<file path="src/rtl/cla_multiword_seq_if.sv">
`default_nettype none
// ---------------------------------------------------------------------------
// cla_multiword_seq_if : operand / result valid-ready bundle for cla_multiword_seq
// Revision: 1.0
// ---------------------------------------------------------------------------
interface cla_multiword_seq_if #(
  parameter int WORDS = 4
) ();
  localparam int W = 16 * WORDS;

  logic         in_valid;
  logic         in_ready;
  logic [W-1:0] a;
  logic [W-1:0] b;
  logic         sub;
  logic         sign;
  logic         out_valid;
  logic         out_ready;
  logic [W-1:0] result;
  logic         cout;
  logic         overflow;
  logic         busy;

  modport master (
    output in_valid, a, b, sub, sign, out_ready,
    input  in_ready, out_valid, result, cout, overflow, busy
  );

  modport slave (
    input  in_valid, a, b, sub, sign, out_ready,
    output in_ready, out_valid, result, cout, overflow, busy
  );
endinterface

`default_nettype wire

</file>
<file path="src/rtl/cla_multiword_seq.sv">
`default_nettype none
// ---------------------------------------------------------------------------
// cla_multiword_seq : WORDS x 16-bit add/sub sequenced through one 16-bit CLA,
// LS slice first. Optional CLA_SEQ_SAT_EN saturates the DONE result on overflow.
// Revision: 1.0
// ---------------------------------------------------------------------------

module CLA_16bit_h (
  input  wire logic [15:0] a,
  input  wire logic [15:0] b,
  input  wire logic        cin,
  input  wire logic        control,
  output logic      [15:0] sum,
  output logic             cout
);
  logic [15:0] w_b;
  logic [15:0] w_g;
  logic [15:0] w_p;
  logic [3:0]  w_gg;
  logic [3:0]  w_gp;
  logic [4:0]  w_gc;
  logic        w_cin;

  // control=1 turns the adder into a subtractor (invert b, force carry-in)
  assign w_b   = b ^ {16{control}};
  assign w_cin = cin | control;
  assign w_g   = a & w_b;
  assign w_p   = a ^ w_b;

  // second-level lookahead across the four 4-bit groups
  assign w_gc[0] = w_cin;
  assign w_gc[1] = w_gg[0] | (w_gp[0] & w_cin);
  assign w_gc[2] = w_gg[1] | (w_gp[1] & w_gg[0]) | (w_gp[1] & w_gp[0] & w_cin);
  assign w_gc[3] = w_gg[2] | (w_gp[2] & w_gg[1]) | (w_gp[2] & w_gp[1] & w_gg[0])
                 | (w_gp[2] & w_gp[1] & w_gp[0] & w_cin);
  assign w_gc[4] = w_gg[3] | (w_gp[3] & w_gg[2]) | (w_gp[3] & w_gp[2] & w_gg[1])
                 | (w_gp[3] & w_gp[2] & w_gp[1] & w_gg[0])
                 | (w_gp[3] & w_gp[2] & w_gp[1] & w_gp[0] & w_cin);
  assign cout    = w_gc[4];

  for (genvar k = 0; k < 4; k++) begin : g_grp
    logic [3:0] w_gl;
    logic [3:0] w_pl;
    logic [3:0] w_cl;

    assign w_gl = w_g[4*k +: 4];
    assign w_pl = w_p[4*k +: 4];

    assign w_cl[0] = w_gc[k];
    assign w_cl[1] = w_gl[0] | (w_pl[0] & w_gc[k]);
    assign w_cl[2] = w_gl[1] | (w_pl[1] & w_gl[0]) | (w_pl[1] & w_pl[0] & w_gc[k]);
    assign w_cl[3] = w_gl[2] | (w_pl[2] & w_gl[1]) | (w_pl[2] & w_pl[1] & w_gl[0])
                   | (w_pl[2] & w_pl[1] & w_pl[0] & w_gc[k]);

    assign w_gg[k] = w_gl[3] | (w_pl[3] & w_gl[2]) | (w_pl[3] & w_pl[2] & w_gl[1])
                   | (w_pl[3] & w_pl[2] & w_pl[1] & w_gl[0]);
    assign w_gp[k] = &w_pl;

    assign sum[4*k +: 4] = w_pl ^ w_cl;
  end
endmodule

module cla_multiword_seq #(
  parameter int WORDS = 4
) (
  input  wire logic         clk,
  input  wire logic         rst,
  cla_multiword_seq_if.slave bus
);
  localparam int W  = 16 * WORDS;
  localparam int IW = (WORDS > 1) ? $clog2(WORDS) : 1;
  localparam logic [IW-1:0] c_last = IW'(WORDS - 1);

  typedef enum logic [1:0] {
    S_IDLE = 2'd0,
    S_RUN  = 2'd1,
    S_DONE = 2'd2
  } state_t;

  state_t        r_state;
  logic [W-1:0]  r_a;
  logic [W-1:0]  r_b;
  logic          r_sub;
  logic          r_sign;
  logic          r_carry;
  logic [IW-1:0] r_idx;
  logic [W-1:0]  r_result;
  logic          r_cout;
  logic          r_overflow;
  logic          r_in_ready;
  logic          r_out_valid;
  logic          r_busy;

  logic [15:0]   w_a_slice;
  logic [15:0]   w_b_slice;
  logic [15:0]   w_sum;
  logic          w_cout;
  logic          w_ovf;

  assign w_a_slice = r_a[16*r_idx +: 16];
  assign w_b_slice = r_b[16*r_idx +: 16];

  // r_b already holds ~b for subtraction, so the CLA always adds
  CLA_16bit_h u_cla (
    .a       (w_a_slice),
    .b       (w_b_slice),
    .cin     (r_carry),
    .control (1'b0),
    .sum     (w_sum),
    .cout    (w_cout)
  );

  // only meaningful while the top slice is on the CLA
  always_comb begin
    w_ovf = 1'b0;
    if (r_sign)
      w_ovf = (r_a[W-1] == r_b[W-1]) && (w_sum[15] != r_a[W-1]);
    else if (r_sub)
      w_ovf = ~w_cout;
    else
      w_ovf = w_cout;
  end

`ifdef CLA_SEQ_SAT_EN
  logic [W-1:0] w_sat;

  always_comb begin
    w_sat = '0;
    if (r_sign)
      w_sat = r_a[W-1] ? {1'b1, {(W-1){1'b0}}} : {1'b0, {(W-1){1'b1}}};
    else if (!r_sub)
      w_sat = '1;
  end
`endif

  always_ff @(posedge clk) begin
    if (rst) begin
      r_state     <= S_IDLE;
      r_a         <= '0;
      r_b         <= '0;
      r_sub       <= 1'b0;
      r_sign      <= 1'b0;
      r_carry     <= 1'b0;
      r_idx       <= '0;
      r_result    <= '0;
      r_cout      <= 1'b0;
      r_overflow  <= 1'b0;
      r_in_ready  <= 1'b1;
      r_out_valid <= 1'b0;
      r_busy      <= 1'b0;
    end else begin
      case (r_state)
        S_IDLE: begin
          if (bus.in_valid) begin
            r_a        <= bus.a;
            r_b        <= bus.sub ? ~bus.b : bus.b;
            r_sub      <= bus.sub;
            r_sign     <= bus.sign;
            r_carry    <= bus.sub;
            r_idx      <= '0;
            r_result   <= '0;
            r_cout     <= 1'b0;
            r_overflow <= 1'b0;
            r_in_ready <= 1'b0;
            r_busy     <= 1'b1;
            r_state    <= S_RUN;
          end
        end
        S_RUN: begin
          r_result[16*r_idx +: 16] <= w_sum;
          r_carry                  <= w_cout;
          if (r_idx == c_last) begin
            r_cout      <= w_cout;
            r_overflow  <= w_ovf;
            r_out_valid <= 1'b1;
            r_state     <= S_DONE;
`ifdef CLA_SEQ_SAT_EN
            if (w_ovf)
              r_result <= w_sat;
`endif
          end else begin
            r_idx <= r_idx + 1'b1;
          end
        end
        S_DONE: begin
          if (bus.out_ready) begin
            r_out_valid <= 1'b0;
            r_busy      <= 1'b0;
            r_in_ready  <= 1'b1;
            r_state     <= S_IDLE;
          end
        end
        default: begin
          r_state     <= S_IDLE;
          r_in_ready  <= 1'b1;
          r_out_valid <= 1'b0;
          r_busy      <= 1'b0;
        end
      endcase
    end
  end

  assign bus.in_ready  = r_in_ready;
  assign bus.out_valid = r_out_valid;
  assign bus.result    = r_result;
  assign bus.cout      = r_cout;
  assign bus.overflow  = r_overflow;
  assign bus.busy      = r_busy;
endmodule

`default_nettype wire

</file>
<file path="src/flat_wrapper.sv">
// flat-port wrapper written by rule: the top's interface ports become plain ports
module cla_multiword_seq_flat 
#(
  parameter int WORDS = 4
)
  (clk, rst, bus_in_valid, bus_a, bus_b, bus_sub, bus_sign, bus_out_ready, bus_in_ready, bus_out_valid, bus_result, bus_cout, bus_overflow, bus_busy);
  cla_multiword_seq_if #(.WORDS(WORDS)) bus_i ();
  input  wire logic clk;
  input  wire logic rst;
  input wire logic [$bits(bus_i.in_valid)-1:0] bus_in_valid;
  input wire logic [$bits(bus_i.a)-1:0] bus_a;
  input wire logic [$bits(bus_i.b)-1:0] bus_b;
  input wire logic [$bits(bus_i.sub)-1:0] bus_sub;
  input wire logic [$bits(bus_i.sign)-1:0] bus_sign;
  input wire logic [$bits(bus_i.out_ready)-1:0] bus_out_ready;
  output wire logic [$bits(bus_i.in_ready)-1:0] bus_in_ready;
  output wire logic [$bits(bus_i.out_valid)-1:0] bus_out_valid;
  output wire logic [$bits(bus_i.result)-1:0] bus_result;
  output wire logic [$bits(bus_i.cout)-1:0] bus_cout;
  output wire logic [$bits(bus_i.overflow)-1:0] bus_overflow;
  output wire logic [$bits(bus_i.busy)-1:0] bus_busy;
  assign bus_i.in_valid = bus_in_valid;
  assign bus_i.a = bus_a;
  assign bus_i.b = bus_b;
  assign bus_i.sub = bus_sub;
  assign bus_i.sign = bus_sign;
  assign bus_i.out_ready = bus_out_ready;
  assign bus_in_ready = bus_i.in_ready;
  assign bus_out_valid = bus_i.out_valid;
  assign bus_result = bus_i.result;
  assign bus_cout = bus_i.cout;
  assign bus_overflow = bus_i.overflow;
  assign bus_busy = bus_i.busy;
  cla_multiword_seq #(.WORDS(WORDS)) u_core (.clk(clk), .rst(rst), .bus(bus_i));
endmodule
</file>
<file path="config.mk">
export PLATFORM = sky130hd
export DESIGN_NAME = cla_multiword_seq_flat
export DESIGN_NICKNAME = d
export VERILOG_FILES = /design/src/rtl/cla_multiword_seq_if.sv /design/src/rtl/cla_multiword_seq.sv /design/src/flat_wrapper.sv
export SDC_FILE = /design/constraint.sdc
export NUM_CORES = 1
export LEC_CHECK = 0
export ABC_AREA = 1
export CAP_MARGIN = 5
export CORE_MARGIN = 10
export CORE_UTILIZATION = 45
export DETAILED_ROUTE_END_ITERATION = 10
export DONT_BUFFER_PORTS = 1
export PLACE_DENSITY = 0.67
export SLEW_MARGIN = 0
export SYNTH_ARGS = -nofsm -noshare
export SYNTH_HDL_FRONTEND = slang
export SYNTH_SLANG_ARGS = --single-unit
</file>
<file path="constraint.sdc">
create_clock -name clk -period 6 [get_ports clk]
set_input_delay 0.3 -clock clk [delete_from_list [all_inputs] [get_ports clk]]
set_output_delay 0.3 -clock clk [all_outputs]
set_load 0.05 [all_outputs]
</file>
# Word level (Yosys, flattened, before mapping)
# Index checks and enable logic that the tools add are counted.
# totals
inputBits	134
out_inout_bits	69
elab_cells	197
ff_bits	204
# classes
bitwise_logic	128
reduce_logical	14
add_sub_neg	2
n_eq_ne	9
shifts	4
mux	27
# op_table
op	n
2-to-1 mux 64 bit	2
case mux 64 bit (2 select lines)	1
indexed part select 64 x 7 -> 16 bit	2
bitwise AND 1 bit	72
bitwise mux 64 bit	1
NOT 64 bit	1
variable shift 16 x 34 -> 64 bit, first input constant	1
indexed part select 16 x 34 -> 64 bit	1
OR 1 bit	46
negator 6 -> 34 bit	1
bitwise AND 16 bit	1
AND reduction 4 bit	4
bitwise XOR 16 bit	1
bitwise XOR 4 bit	4
AND reduction 3 bit	5
2-to-1 mux 1 bit	10
2-to-1 mux 2 bit	5
case mux 1 bit (3 select lines)	3
!= test 2 bit, second input constant	3
case mux 1 bit (2 select lines)	3
case mux 2 bit (3 select lines)	1
equality test 2 bit, second input constant	2
case mux 2 bit (2 select lines)	1
AND reduction 2 bit	2
other kinds (9)	11

# Depth between registers and ports, before layout
# depth
depth_word	18
depth_mapped	21
depth_no_buf	18

# Hierarchy
# Synthesis repeated with hierarchy kept, for this count alone.
# hier_totals
hier_cells	1311
area_unflattened_um2	9889.5
# by_module_without_submodules
module	n_inst	cells_per_inst	area_each_um2
cla_multiword_seq	1	1153	8877.3
CLA_16bit_h	1	158	1012.2

# Worst setup path before layout
# OpenSTA, ideal clock, no wires.
# synth_path
kind	register to register
start	reg u_core.r_idx[0]
end	reg u_core.r_result[61] (netlist: u_core.bus.result[61])
path_stages_with_launch	19
synth_period_minus_slack_ns	3.055
n_path_buf	3
path_slack_ns	2.945
t_arrival_ns	2.928
setup_time_ns	0.128
path_cell_list	dfxtp_1 buf_2 inv_1 buf_2 buf_1 nor2_1 o22ai_1 ha_1 nand2_2 inv_1 nand2_1 nand2_1 a21oi_1 nand2_2 fa_1 xnor2_1 nor3_1 a22oi_1 nor2_1
# synth_via
elab_chain_len	16
# synth_rtl
element	line_no	text
start, declared	cla_multiword_seq.sv:86	logic [IW-1:0] r_idx;
start signal, assigned	cla_multiword_seq.sv:182	r_idx <= r_idx + 1'b1;
indexed part select 64 x 7 -> 16 bit, on equally long branches	cla_multiword_seq.sv:100, cla_multiword_seq.sv:101	
bitwise XOR 16 bit / bitwise AND 16 bit (equally long branches)	cla_multiword_seq.sv:28, cla_multiword_seq.sv:27	
bitwise AND 1 bit, on equally long branches	cla_multiword_seq.sv:55, cla_multiword_seq.sv:56	
OR 1 bit (tied with other cells)	cla_multiword_seq.sv:55	assign w_gg[k] = w_gl[3] | (w_pl[3] & w_gl[2]) | (w_pl[3] & w_pl[2] & w_gl[1])
OR 1 bit / bitwise AND 1 bit (equally long branches)	cla_multiword_seq.sv:55, cla_multiword_seq.sv:56	
OR 1 bit	cla_multiword_seq.sv:56	| (w_pl[3] & w_pl[2] & w_pl[1] & w_gl[0]);
bitwise AND 1 bit	cla_multiword_seq.sv:34	assign w_gc[3] = w_gg[2] | (w_gp[2] & w_gg[1]) | (w_gp[2] & w_gp[1] & w_gg[0])
OR 1 bit (2 in a row)	cla_multiword_seq.sv:34	
OR 1 bit	cla_multiword_seq.sv:35	| (w_gp[2] & w_gp[1] & w_gp[0] & w_cin);
bitwise AND 1 bit, on equally long branches	cla_multiword_seq.sv:50, cla_multiword_seq.sv:51, cla_multiword_seq.sv:53	
OR 1 bit, on equally long branches	cla_multiword_seq.sv:50, cla_multiword_seq.sv:51, cla_multiword_seq.sv:53	
bitwise XOR 4 bit	cla_multiword_seq.sv:59	assign sum[4*k +: 4] = w_pl ^ w_cl;
indexed part select 16 x 34 -> 64 bit	cla_multiword_seq.sv:170	r_result[16*r_idx +: 16] <= w_sum;
bitwise mux 64 bit (*)	cla_multiword_seq.sv:170	
case mux 64 bit (2 select lines) (*)	cla_multiword_seq.sv:152	case (r_state)
end signal, assigned by index	cla_multiword_seq.sv:170	
end, declared	cla_multiword_seq.sv:87	logic [W-1:0] r_result;
# Mark *: on every way between the ends. The rest lies on a longest branch, timed or not.
# A chain may end at the register's enable or synchronous reset.

# Final worst setup path
# layout_path
start	reg u_core.r_idx[0]
end	reg u_core.r_result[29] (netlist: u_core.bus.result[29])
# The elaborated chain is that of the path after synthesis.

==> results.toml <==
[outcome]
status = "finished clean"

[logic_synthesis]
synth_area_um2 = 9550
yosysWarnings = 0
ys_seq_area_share_pct = 42.8
synth_edf_count = 0
synthDistinctLibCells = 42
yosys-top-cells-area = "dfxtp_1 43%, nor2_1 11%, o21ai_0 6.8%"
syn_area_per_cell_um2 = 7.62
yosysTopAreaCell = "dfxtp_1"
ys_ff_latch = 204
syn_inst = 1253
syn-num-nets = 1411
postSynth.asyncResetShare_pct = 0
synth_ff_type = "dfxtp_1"
synth_top_area_share_pct = 42.8

[pwr]
seqPwrFrac_pct = 35.9
internal_power_mw = 3.00
comb_power_share_pct = 37.4
power.share.clock_pct = 26.6
powerDensity_nw_per_um2 = 449
p_sw_mw = 2.07
leakagePower_nw = 4.36
p_sw_share_pct = 40.7
power.total_mw = 5.07
ir_drop_uv = 226

[setup_path]
crit_type = "flop to flop"
crit_fanout = 41
arrival_ns = 4.23
required_ns = 6.44
cp-start-kind = "flop"
cp-end-kind = "flop"

[detailed_routing]
num_vias = 8585
drt-vias-per-instance = 5.41
drt-pass1-iter-count = 7
drc = 0
routed_wirelength_um = 29600
post_drt_wl_per_cell_um = 18.7
drt_iter0_markers = 686
antenna_left = 0

[floorplan]
die_h_um = 166
die_w_um = 166
rows = 53
start_util_pct = 45.6
die_area_um2 = 27400
core_area_um2 = 21000
ios = 203

[grt]
grt_pass1_vias = 8401
overflow = 0
grt_max_degree = 134
grtUsageTotal_pct = 20.4
grt_pass1_wl_um = 46600
antenna_found_initial = 2

[timing]
fin_skew_ns = 0.0223
fin_setup_tns_ns = 0
clock.fmax_mhz = 264
slew_headroom_pct = 17.5
fin_crit_sh_pct = 63.2
final_hold_viol_count = 0
final-max-slew-violation-count = 0
rsz0062_at_grt = "false"
fin_ws_ns = 2.21
tightest_slew_ns = 1.24
layout_min_cycle_time_ns = 3.79
setup_viol = 0
whs_ns = 0.00659

[clock_network]
path_clk_slew_ns = 0.06
cts_root_buf = "clkbuf_16"
cts_buffer_depth = 3
cts_repair_resize_count = 0
worstSkewPairLatency_ns = 0.51
cts_tree = "done"
h-tree-depth = 1
cts_buffers = 22
clock-sinks = 204
postCtsSetupRepairBufs = 0

[final_layout]
area_growth_pct = 18.2
nets = 1452
layout_commonest_cell = "nor2_1"
fill_cells = 1973
mostFrequentLayoutCells = "271 x nor2_1, 203 x dfxtp_1, 142 x nand2_1, 130 x o21ai_0, 102 x dlygate4sd3_1"
fin_cells = 1587
drive_gt1_share_pct = 5.95

[job]
max_cap_viol_count = 0

[hold_path]
min_path_type = "input pin to flop"

[place]
hpwl_um = 20700
port_buffers = 0
dp.cells = 1442
pre_cts_ws_ns = 2.32
gp_congestion = 0.836
-- sequential cells by signal, indices dropped and copies added, names as in the netlist, 2 cells and up --
signal and count:
u_core.r_idx 2, u_core.r_state 2, u_core.r_a 64, u_core.r_b 64, u_core.bus.result 64
-- per-stage QoR --
stage	cell area (um2)	util (%)
6_report	11300	53.9
5_1_grt	11300	53.9
4_1_cts	11300	53.8
3_5_place_dp	9500	45.3
3_3_place_gp	9500	45.3
2_1_floorplan	9550	-
-- synthesized netlist by cell type, types with 2 or more instances --
master / count
o21bai_1: 2
ha_1: 20
buf_2: 35
a32oi_1: 2
clkinv_1: 2
a211oi_1: 64
fa_1: 4
a31oi_1: 2
nand2_2: 11
buf_4: 10
inv_1: 44
a22oi_1: 6
xnor2_1: 67
o22ai_1: 30
nand3_1: 37
nor2_1: 271
buf_6: 2
a21oi_1: 76
dfxtp_1: 204
xor2_1: 3
nor2_4: 5
nor3_1: 8
buf_1: 2
o21ai_0: 130
nand2_1: 142
clkbuf_1: 43
nand4_1: 8
inv_2: 9
-- critical path: stages (launching register included) --
cell and delay, ns:
dfxtp_2 0.33, inv_2 0.46, buf_4 0.44, o21ai_0 0.15, o22ai_1 0.29, ha_1 0.36
nand2_1 0.10, nand2_1 0.07, nand2_1 0.06, nand2_1 0.07, a21oi_1 0.16, nand2_2 0.11
fa_1 0.39, xnor2_1 0.15, nor3_1 0.28, a22oi_1 0.15, nor2_1 0.14
-- power groups by stage --
stage,clock [mW],sequential [mW],combinational (mW)
floorplan,0,1.77,1.41
global placement,0,1.85,1.77
detailed placement,0,1.84,1.80
CTS,1.38,1.82,1.88
global route,1.42,1.84,2.13
finish,1.35,1.82,1.90
-- metal layers --
| metal | up-vias | part of all wire [%] | GRT usage (%) |
|---|---|---|---|
| li1 | 4267 | - | - |
| met5 | - | 0 | 0 |
| met2 | 320 | 46 | 33.4 |
| met1 | 3936 | 42 | 25.1 |
| met4 | 0 | 2.7 | 6.63 |
| met3 | 62 | 8.5 | 5.96 |
-- timing repair --
action | CTS | global route
endpoints found under the hold margin | 198 | 0
hold buffers | 103 | 0
endpoints found under the setup margin | 0 | 0
-- area by class of cell --
class	count	area, um2	share of cell area [%]
clock inverters	2	13.8	0.122
inverters	56	213	1.88
well taps	275	344	3.05
diodes	2	5.00	0.0443
flip-flops and latches	204	4090	36.2
repair buffers	109	1090	9.69
multi-input cells	901	4810	42.6
clock buffers	38	722	6.40
-- worst paths after layout --
check	cells past startpoint	end	start	slack, ns
setup / recovery	16	u_core.bus.result[29]	u_core.r_idx[0]	2.21
hold / removal	2	u_core.r_b[4]	bus_b[4]	0.007
hold reg to reg	2	u_core.r_b[0]	u_core.r_b[0]	0.46
setup reg to reg	16	u_core.bus.result[29]	u_core.r_idx[0]	2.21
-- cells by family (layout without fill, tap and decap cells) --
kind of cell    count (synthesis)  after routing  synth area share (%)
simple gates                  486            486                  20.8
flops                         204            204                  42.8
buf+inv                       148            205                  6.85
other cells                     0              2                     0
fa+ha+maj                      24             24                  3.46
compound gates                320            320                  19.5
xor+xnor                       71             71                  6.59
Note: power is estimated with default switching activity, not from simulation.
